$ cat config.mk
export PLATFORM = sky130hd
export DESIGN_NAME = add_sub_multicycle
export DESIGN_NICKNAME = d
export VERILOG_FILES = /design/src/rtl/add_sub_multicycle.sv
export SDC_FILE = /design/constraint.sdc
export NUM_CORES = 1
export LEC_CHECK = 0
export CORE_MARGIN = 5
export CORE_UTILIZATION = 49
export DETAILED_ROUTE_END_ITERATION = 6
export GPL_TIMING_DRIVEN = 0
export PLACE_DENSITY = 0.77
export SLEW_MARGIN = 20
export SYNTH_ARGS = -nofsm -noshare
export SYNTH_HDL_FRONTEND = slang
export SYNTH_SLANG_ARGS = --single-unit
$ cat constraint.sdc
create_clock -name clk -period 3.6 [get_ports clk]
set_input_delay 0.36 -clock clk [delete_from_list [all_inputs] [get_ports clk]]
set_output_delay 0.36 -clock clk [all_outputs]
set_load 0.005 [all_outputs]
$ cat src/rtl/add_sub_multicycle.sv
// Chunk-serial two's-complement adder/subtractor with a valid/ready handshake.
// Operands are processed CHUNK bits per clock, LSB chunk first. The carry between
// chunks is kept in a register. Optional signed saturation and status flags are
// produced when the last chunk completes.
module add_sub_multicycle #(
    parameter int WIDTH = 16,
    parameter int CHUNK = 4
) (
    input  logic             clk,
    input  logic             rst,
    input  logic             in_valid,
    output logic             in_ready,
    input  logic [WIDTH-1:0] a,
    input  logic [WIDTH-1:0] b,
    input  logic             m,
    input  logic             sat,
    output logic             out_valid,
    input  logic             out_ready,
    output logic [WIDTH-1:0] s,
    output logic             cout,
    output logic             ovf,
    output logic             zero,
    output logic             neg
);

    localparam int N    = WIDTH / CHUNK;
    localparam int IDXW = (N > 1) ? $clog2(N) : 1;
    localparam logic [IDXW-1:0]  IDX_LAST   = IDXW'(N - 1);
    localparam logic [WIDTH-1:0] SAT_MAX    = {1'b0, {(WIDTH-1){1'b1}}};
    localparam logic [WIDTH-1:0] SAT_MIN    = {1'b1, {(WIDTH-1){1'b0}}};
    localparam logic [WIDTH-1:0] CHUNK_MASK = WIDTH'({CHUNK{1'b1}});

    // Elaboration-time parameter sanity: a partial last chunk or a 1-bit word is
    // not supported.
    if (WIDTH < 2) begin : g_width_check
        $error("add_sub_multicycle: WIDTH must be at least 2");
    end
    if ((WIDTH % CHUNK) != 0) begin : g_chunk_check
        $error("add_sub_multicycle: CHUNK must divide WIDTH exactly");
    end

    typedef enum logic [1:0] {
        IDLE = 2'd0,
        RUN  = 2'd1,
        DONE = 2'd2
    } state_t;

    state_t state;
    state_t state_next;

    // Latched operands. b is stored already inverted for subtract, so the
    // chunk adder never needs to know the mode.
    logic [WIDTH-1:0] a_reg;
    logic [WIDTH-1:0] bx_reg;
    logic             sat_reg;
    logic             carry;
    logic [IDXW-1:0]  idx;
    logic [WIDTH-1:0] raw_reg;

    // Combinational chunk datapath and final-result shaping.
    int               lo;
    logic [WIDTH-1:0] a_shift;
    logic [WIDTH-1:0] b_shift;
    logic [CHUNK:0]   chunk_sum;
    logic [WIDTH-1:0] raw_next;
    logic             ovf_next;
    logic [WIDTH-1:0] s_next;
    logic             is_last;
    logic             accept;

    assign accept  = in_valid & in_ready;
    assign is_last = (state == RUN) && (idx == IDX_LAST);

    // State register; reset forces IDLE immediately from any state.
    always_ff @(posedge clk or posedge rst) begin
        if (rst) begin
            state <= IDLE;
        end else begin
            state <= state_next;
        end
    end

    // Next-state logic: accept in IDLE, walk N chunks in RUN, wait for consumer in DONE.
    always_comb begin
        state_next = state;
        case (state)
            IDLE: begin
                if (in_valid) begin
                    state_next = RUN;
                end
            end
            RUN: begin
                if (idx == IDX_LAST) begin
                    state_next = DONE;
                end
            end
            DONE: begin
                if (out_ready) begin
                    state_next = IDLE;
                end
            end
            default: state_next = IDLE;
        endcase
    end

    // Handshake outputs; in_ready is held low for as long as reset is asserted.
    always_comb begin
        in_ready  = 1'b0;
        out_valid = 1'b0;
        case (state)
            IDLE:    in_ready  = ~rst;
            DONE:    out_valid = 1'b1;
            default: begin
                in_ready  = 1'b0;
                out_valid = 1'b0;
            end
        endcase
    end

    // One chunk of the ripple add, the partially assembled result, and the
    // flags/saturation that apply once the final chunk lands.
    always_comb begin
        lo        = int'(idx) * CHUNK;
        a_shift   = a_reg >> lo;
        b_shift   = bx_reg >> lo;
        chunk_sum = {1'b0, a_shift[CHUNK-1:0]} + {1'b0, b_shift[CHUNK-1:0]}
                  + (CHUNK+1)'(carry);
        raw_next  = (raw_reg & ~(CHUNK_MASK << lo))
                  | (WIDTH'(chunk_sum[CHUNK-1:0]) << lo);
        ovf_next  = (a_reg[WIDTH-1] == bx_reg[WIDTH-1])
                  && (raw_next[WIDTH-1] != a_reg[WIDTH-1]);
        if (sat_reg && ovf_next) begin
            s_next = a_reg[WIDTH-1] ? SAT_MIN : SAT_MAX;
        end else begin
            s_next = raw_next;
        end
    end

    // Operand capture, per-chunk accumulation, and registering of the result
    // and flags on the last chunk so they stay stable through DONE and IDLE.
    always_ff @(posedge clk or posedge rst) begin
        if (rst) begin
            a_reg   <= '0;
            bx_reg  <= '0;
            sat_reg <= 1'b0;
            carry   <= 1'b0;
            idx     <= '0;
            raw_reg <= '0;
            s       <= '0;
            cout    <= 1'b0;
            ovf     <= 1'b0;
            zero    <= 1'b0;
            neg     <= 1'b0;
        end else begin
            if (state == IDLE && accept) begin
                a_reg   <= a;
                bx_reg  <= b ^ {WIDTH{m}};
                sat_reg <= sat;
                carry   <= m;
                idx     <= '0;
            end else if (state == RUN) begin
                raw_reg <= raw_next;
                carry   <= chunk_sum[CHUNK];
                if (is_last) begin
                    idx  <= '0;
                    s    <= s_next;
                    cout <= chunk_sum[CHUNK];
                    ovf  <= ovf_next;
                    zero <= (s_next == '0);
                    neg  <= s_next[WIDTH-1];
                end else begin
                    idx <= idx + IDXW'(1);
                end
            end
        end
    end

endmodule

* Word-level counts from Yosys, hierarchy flattened
Cells that the tools add are included.
Storage, ports and cells: bits of input ports 38, logic and storage cells 57, output and inout bits 22, register bits after elaboration 74
Operators by class: add/sub/neg operators 3, shifts and indexed selects 4, bitwise operators 7, reduce and logical (&&, ||, !) cells 10, multiplexer cells 13, eq/ne operators 8
Operator list (count):
- $mux 16 | 2
- $shr 16x4->4 | 2
- $and 16x16->16 | 1
- $logic_not 16->1 | 1
- $not 16->16 | 1
- $or 16x16->16 | 1
- $shl 4x4->16 | 1
- $shl 4x4->16 const A | 1
- $xor 16x16->16 | 1
- $mux 2 | 6
- $pmux 2 s3 | 1
- $reduce_and 3->1 | 2
- $add 4x4->5 | 1
- $add 5x1->5 | 1
- $eq 2x2->1 const B | 2
- $logic_and 1x1->1 | 4
- $mux 1 | 4
- $ne 2x2->1 const B | 2
- $add 2x1->2 const B | 1
- $eq 2x1->1 const B | 1
- $logic_not 2->1 | 1
- $ne 2x1->1 const B | 1
- $not 1->1 | 2
- $reduce_and 2->1 | 1
- other kinds (4) | 4

* Longest topological paths before layout
depth in word-level cells 10, gate-level depth with buffers 12, mapped depth without buffers 9

* Worst setup path before layout
Ideal clock, no wire load.
path type register -> register, start point reg idx[0], end point reg zero, data required time 3.497 ns, data arrival time 3.501 ns, period minus slack after synthesis 3.605 ns, cell stages (with the launch flop) 12, slack -0.005 ns, setup time 0.103 ns, cell sequence dfrtp_1 > buf_2 > buf_2 > mux4_2 > fa_1 > inv_1 > fa_1 > xnor2_1 > a211oi_1 > or4b_1 > or4_1 > o41ai_2
Between the ends: longest elaborated chain between the ends 10
Ends and longest elaborated chain:
- start, declared | RTL line 57 | logic [IDXW-1:0] idx;
- start signal, assigned | RTL line 172 | idx <= idx + IDXW'(1);
- $shr 16x4->4, on equally long branches | RTL line 124, 125
- $add 4x4->5 | RTL line 126 | chunk_sum = {1'b0, a_shift[CHUNK-1:0]} + {1'b0, b_shift[CHUNK-1:0]}
- $add 5x1->5 | RTL line 127 | + (CHUNK+1)'(carry);
- $shl 4x4->16 | RTL line 129 | | (WIDTH'(chunk_sum[CHUNK-1:0]) << lo);
- $or 16x16->16 | RTL line 129
- $ne 1x1->1 | RTL line 131 | && (raw_next[WIDTH-1] != a_reg[WIDTH-1]);
- $logic_and 1x1->1 | RTL line 131
- $logic_and 1x1->1 | RTL line 132 | if (sat_reg && ovf_next) begin
- $mux 16 | RTL line 132
- $logic_not 16->1 | RTL line 169 | zero <= (s_next == '0);
- end signal, assigned | RTL line 169
- end, declared | RTL line 22 | output logic zero,
Parallel ways exist; a longest one is shown, timed or not. A chain may end at the register's enable or synchronous reset.

* Worst setup path in the final report
Ends and elaborated chain as after synthesis.

==> metrics.md <==
| Metric | Value |
|---|---|
| Worst-path clk slew | `0.09 ns` |
| Die footprint | `0.00970 mm2` |
| Setup Viol. Count Final | `0` |
| Main combinational cell family by area after synthesis | `compound AO/OA/AOI/OAI gates` |
| Clock Skew | `0.0114 ns` |
| Critical Path Most Common Cell | `fa_2` |
| Register bit total from synthesis | `73` |
| Detailed Place HPWL | `6.29 mm` |
| TritonCTS clock tree | `built` |
| Die Wd | `98.5 um` |
| Slowest CP cell | `mux4_2` |
| N_diodes | `0` |
| Post-Syn Nets | `417` |
| FFs w/ async S/R, synth | `1.00` |
| Area Overhead vs Synth | `29.2%` |
| Row count | `32` |
| TritonCTS Buffers | `9` |
| Initial DRC Count | `150` |
| First-pass GRT wire length | `15.0 mm` |
| Fillcell total | `620` |
| Leak Pwr | `2.06 nW` |
| Adder-Cell Fraction of Synth Area | `0.0333` |
| Most common cell in the netlist | `dfrtp_1` |
| Cell variety after synth | `45` |
| Startpoint Class | `flop` |
| Worst-path fanout max | `9` |
| CP Capture Type | `flop` |
| Antenna violations before repair | `0` |
| Sequential share of the synthesized area | `0.476` |
| Max-cap violations | `0` |
| Relative slew slack | `0.574` |
| # clock sinks | `73` |
| Largest net degree at the start of global routing | `58` |
| DR vias | `3061` |
| Data required time of the critical path | `3.84 ns` |
| Worst-Margin Slew | `0.638 ns` |
| TritonRoute pass-1 iters | `7` |
| WP buf/inv | `3` |
| Highest cell delay on the worst timing path | `0.53 ns` |
| Ratio of cells with drive above 1 in the final layout | `0.161` |
| Class of the worst hold path | `in2async` |
| CTS root buffer | `clkbuf_8` |
| Xor/xnor share of the synthesized area | `0.0434` |
| Antenna-violating nets left | `0` |
| Crit path max-delay family | `simple AND/OR/NAND/NOR gates` |
| Top routing layer in use | `met4` |
| Post-synth top area cell | `dfrtp_1` |
| Tot GR Track Use | `0.190` |
| Core ar. | `0.00769 mm2` |
| Status | `finished, final reports clean` |
| IO Pins | `60` |
| Top post-synthesis cells by area | `dfrtp_1 (48%), mux2_2 (6.2%), a21oi_1 (5.7%), mux4_2 (4.7%), nor2_1 (4.6%)` |
| Netlist Area Pre-Place | `0.00384 mm2` |
| CP arrival | `3.79 ns` |
| Final Max Slew Viols | `0` |
| EDFF count, synth | `0` |
| Worst-Skew Late Latency | `0.35 ns` |
| Nets | `497` |
| Power after layout | `5.93 mW` |
| Drt drc | `0` |
| Routed WL | `8.74 mm` |
| Hold slack | `0.327 ns` |
| CP Cell Sequence | `buf_6 > buf_12 > mux4_2 > fa_2 > inv_2 > fa_2 > xnor2_4 > a22o_1 > or4b_1 > or4_4 > o41ai_4` |
| Synth Flop Type | `dfrtp_1` |
| Routed wire per std cell | `15.7 um` |
| Cell count after synthesis | `370` |
| Simple-gate portion of the synthesized area | `0.126` |
| WS Path Type | `reg2reg` |
| Most frequent cells after synthesis | `dfrtp_1 (73), nor2_1 (47), a21oi_1 (44)` |
| Fmax | `0.282 GHz` |
| Met1 wire length | `3.83 mm` |
| Syn. warnings | `0` |
| Final period util | `0.984` |
| CTS H-tree lvls | `3` |
| Share of the synthesized area in the top cell type | `0.476` |
| Setup TNS | `0 ns` |
| Avg Synthesized Cell Area | `10.4 um2` |
| Routed wire length on met2 | `4.29 mm` |
| Metal3 WL | `485 um` |
| Vias in the first global route | `3147` |
| GRT overflow | `0` |
| Synth Area in Compound Gates | `0.156` |
| Clock tree buffer depth | `2` |
| PortBufs | `58` |
| Fin. Hold Viols | `0` |
| PwrDens | `1200 mW/mm2` |
| Mux share of post-synthesis cell area | `0.116` |
| Worst VDD drop | `0.602 mV` |
| Area occupied by multi-input gates | `0.00187 mm2` |
| Initial Util | `0.499` |
| Seq. cell area | `0.00183 mm2` |
| Tmin final | `3.54 ns` |
| Vias per inst | `5.51` |
| Die height | `98.5 um` |
| RePlAce Congestion | `0.907` |
area by class of cell:
class / instances / share of cell area
multi-input cells: 252 / 0.377
repair buffers: 70 / 0.139
clock inverters: 6 / 0.0232
flip-flops and latches: 73 / 0.369
plain buffers: 25 / 0.0265
well taps: 102 / 0.0258
inverters: 19 / 0.0149
clock buffers: 9 / 0.0250
worst register-to-register path, stage by stage, from the launching register on:
cell and delay, ns:
dfrtp_1 0.38, buf_6 0.14, buf_12 0.13, mux4_2 0.53, fa_2 0.38, inv_2 0.06, fa_2 0.28, xnor2_4 0.13
a22o_1 0.23, or4b_1 0.46, or4_4 0.44, o41ai_4 0.28
layer usage:
| layer | track usage | vias up |
|---|---|---|
| met1 | 0.253 | 1484 |
| li1 | - | 1465 |
| met2 | 0.311 | 99 |
| met4 | 0.0599 | 0 |
| met5 | 0 | - |
| met3 | 0.0410 | 13 |
stage by stage:
stage / area (um2) / setup slack, ns / cells / util
2_1_floorplan: 3840 / 0.0788 / 370 / -
3_3_place_gp: 4550 / -0.338 / 530 / 0.591
3_5_place_dp: 4580 / -0.431 / 531 / 0.595
4_1_cts: 4870 / 0.0146 / 546 / 0.633
5_1_grt: 4960 / -0.0162 / 556 / 0.645
6_report: 4960 / 0.0573 / 556 / 0.645
layout by cell type (no fill, tap or decap), types with 2 or more instances in the layout:
cell / synthesis / final
buf_1: 6 / 6
inv_6: 0 / 2
clkbuf_1: 12 / 12
clkbuf_8: 0 / 9
nand3_1: 2 / 2
and2_1: 6 / 6
mux4_2: 8 / 8
nand4b_1: 4 / 4
bufinv_16: 0 / 3
o211ai_1: 14 / 14
mux2i_1: 3 / 3
nand2b_1: 4 / 4
nand2_1: 16 / 16
mux2_2: 21 / 21
nor2b_1: 10 / 10
dfrtp_1: 73 / 73
buf_2: 5 / 2
a211o_1: 3 / 3
fa_2: 0 / 2
xnor2_1: 18 / 17
a22oi_1: 2 / 2
a21oi_1: 44 / 44
ha_1: 7 / 7
nor2_1: 47 / 47
a22o_1: 6 / 6
clkdlybuf4s50_1: 0 / 58
a21o_1: 3 / 3
buf_4: 3 / 14
inv_1: 19 / 17
o22ai_1: 3 / 3
nor4b_1: 2 / 2
o21ai_0: 8 / 8
cell families after synthesis:
kind of cell,Yosys count
multiplexers,32
AND/OR/NAND/NOR,99
adder cells (fa/ha/maj),9
XOR/XNOR,19
flip-flops,73
buffers and inverters,45
AO/OA/AOI/OAI,93
report_power, final:
part / switching [mW] / internal (mW)
combinational: 1.95 / 1.74
clock: 0.319 / 0.461
sequential: 0.226 / 1.23
total: 2.49 / 3.43
final timing paths:
check	start	end	slack (ns)	cells past startpoint
min in group clk	state[1]$_DFFE_PP0P_	state[0]$_DFFE_PP0P_	0.49	1
hold / removal	rst	s[6]$_DFFE_PP0P_	0.33	2
setup / recovery	idx[0]$_DFFE_PP0P_	zero$_DFFE_PP0P_	0.06	11
setup reg to reg	idx[0]$_DFFE_PP0P_	zero$_DFFE_PP0P_	0.06	11
hold reg to reg	state[1]$_DFFE_PP0P_	state[0]$_DFFE_PP0P_	0.49	1
max in group asynchronous	rst	raw_reg[13]$_DFFE_PP0P_	2.72	3
what timing repair did:
| item | in CTS | in global routing |
|---|---|---|
| endpoints found under the setup margin | 5 | 1 |
| hold buffers | 0 | 0 |
| resized for setup | 10 | 3 |
| pin swaps | 2 | 6 |
| cloned | 0 | 0 |
| setup buffers | 1 | 10 |
Note: power is estimated with default switching activity, not from simulation.
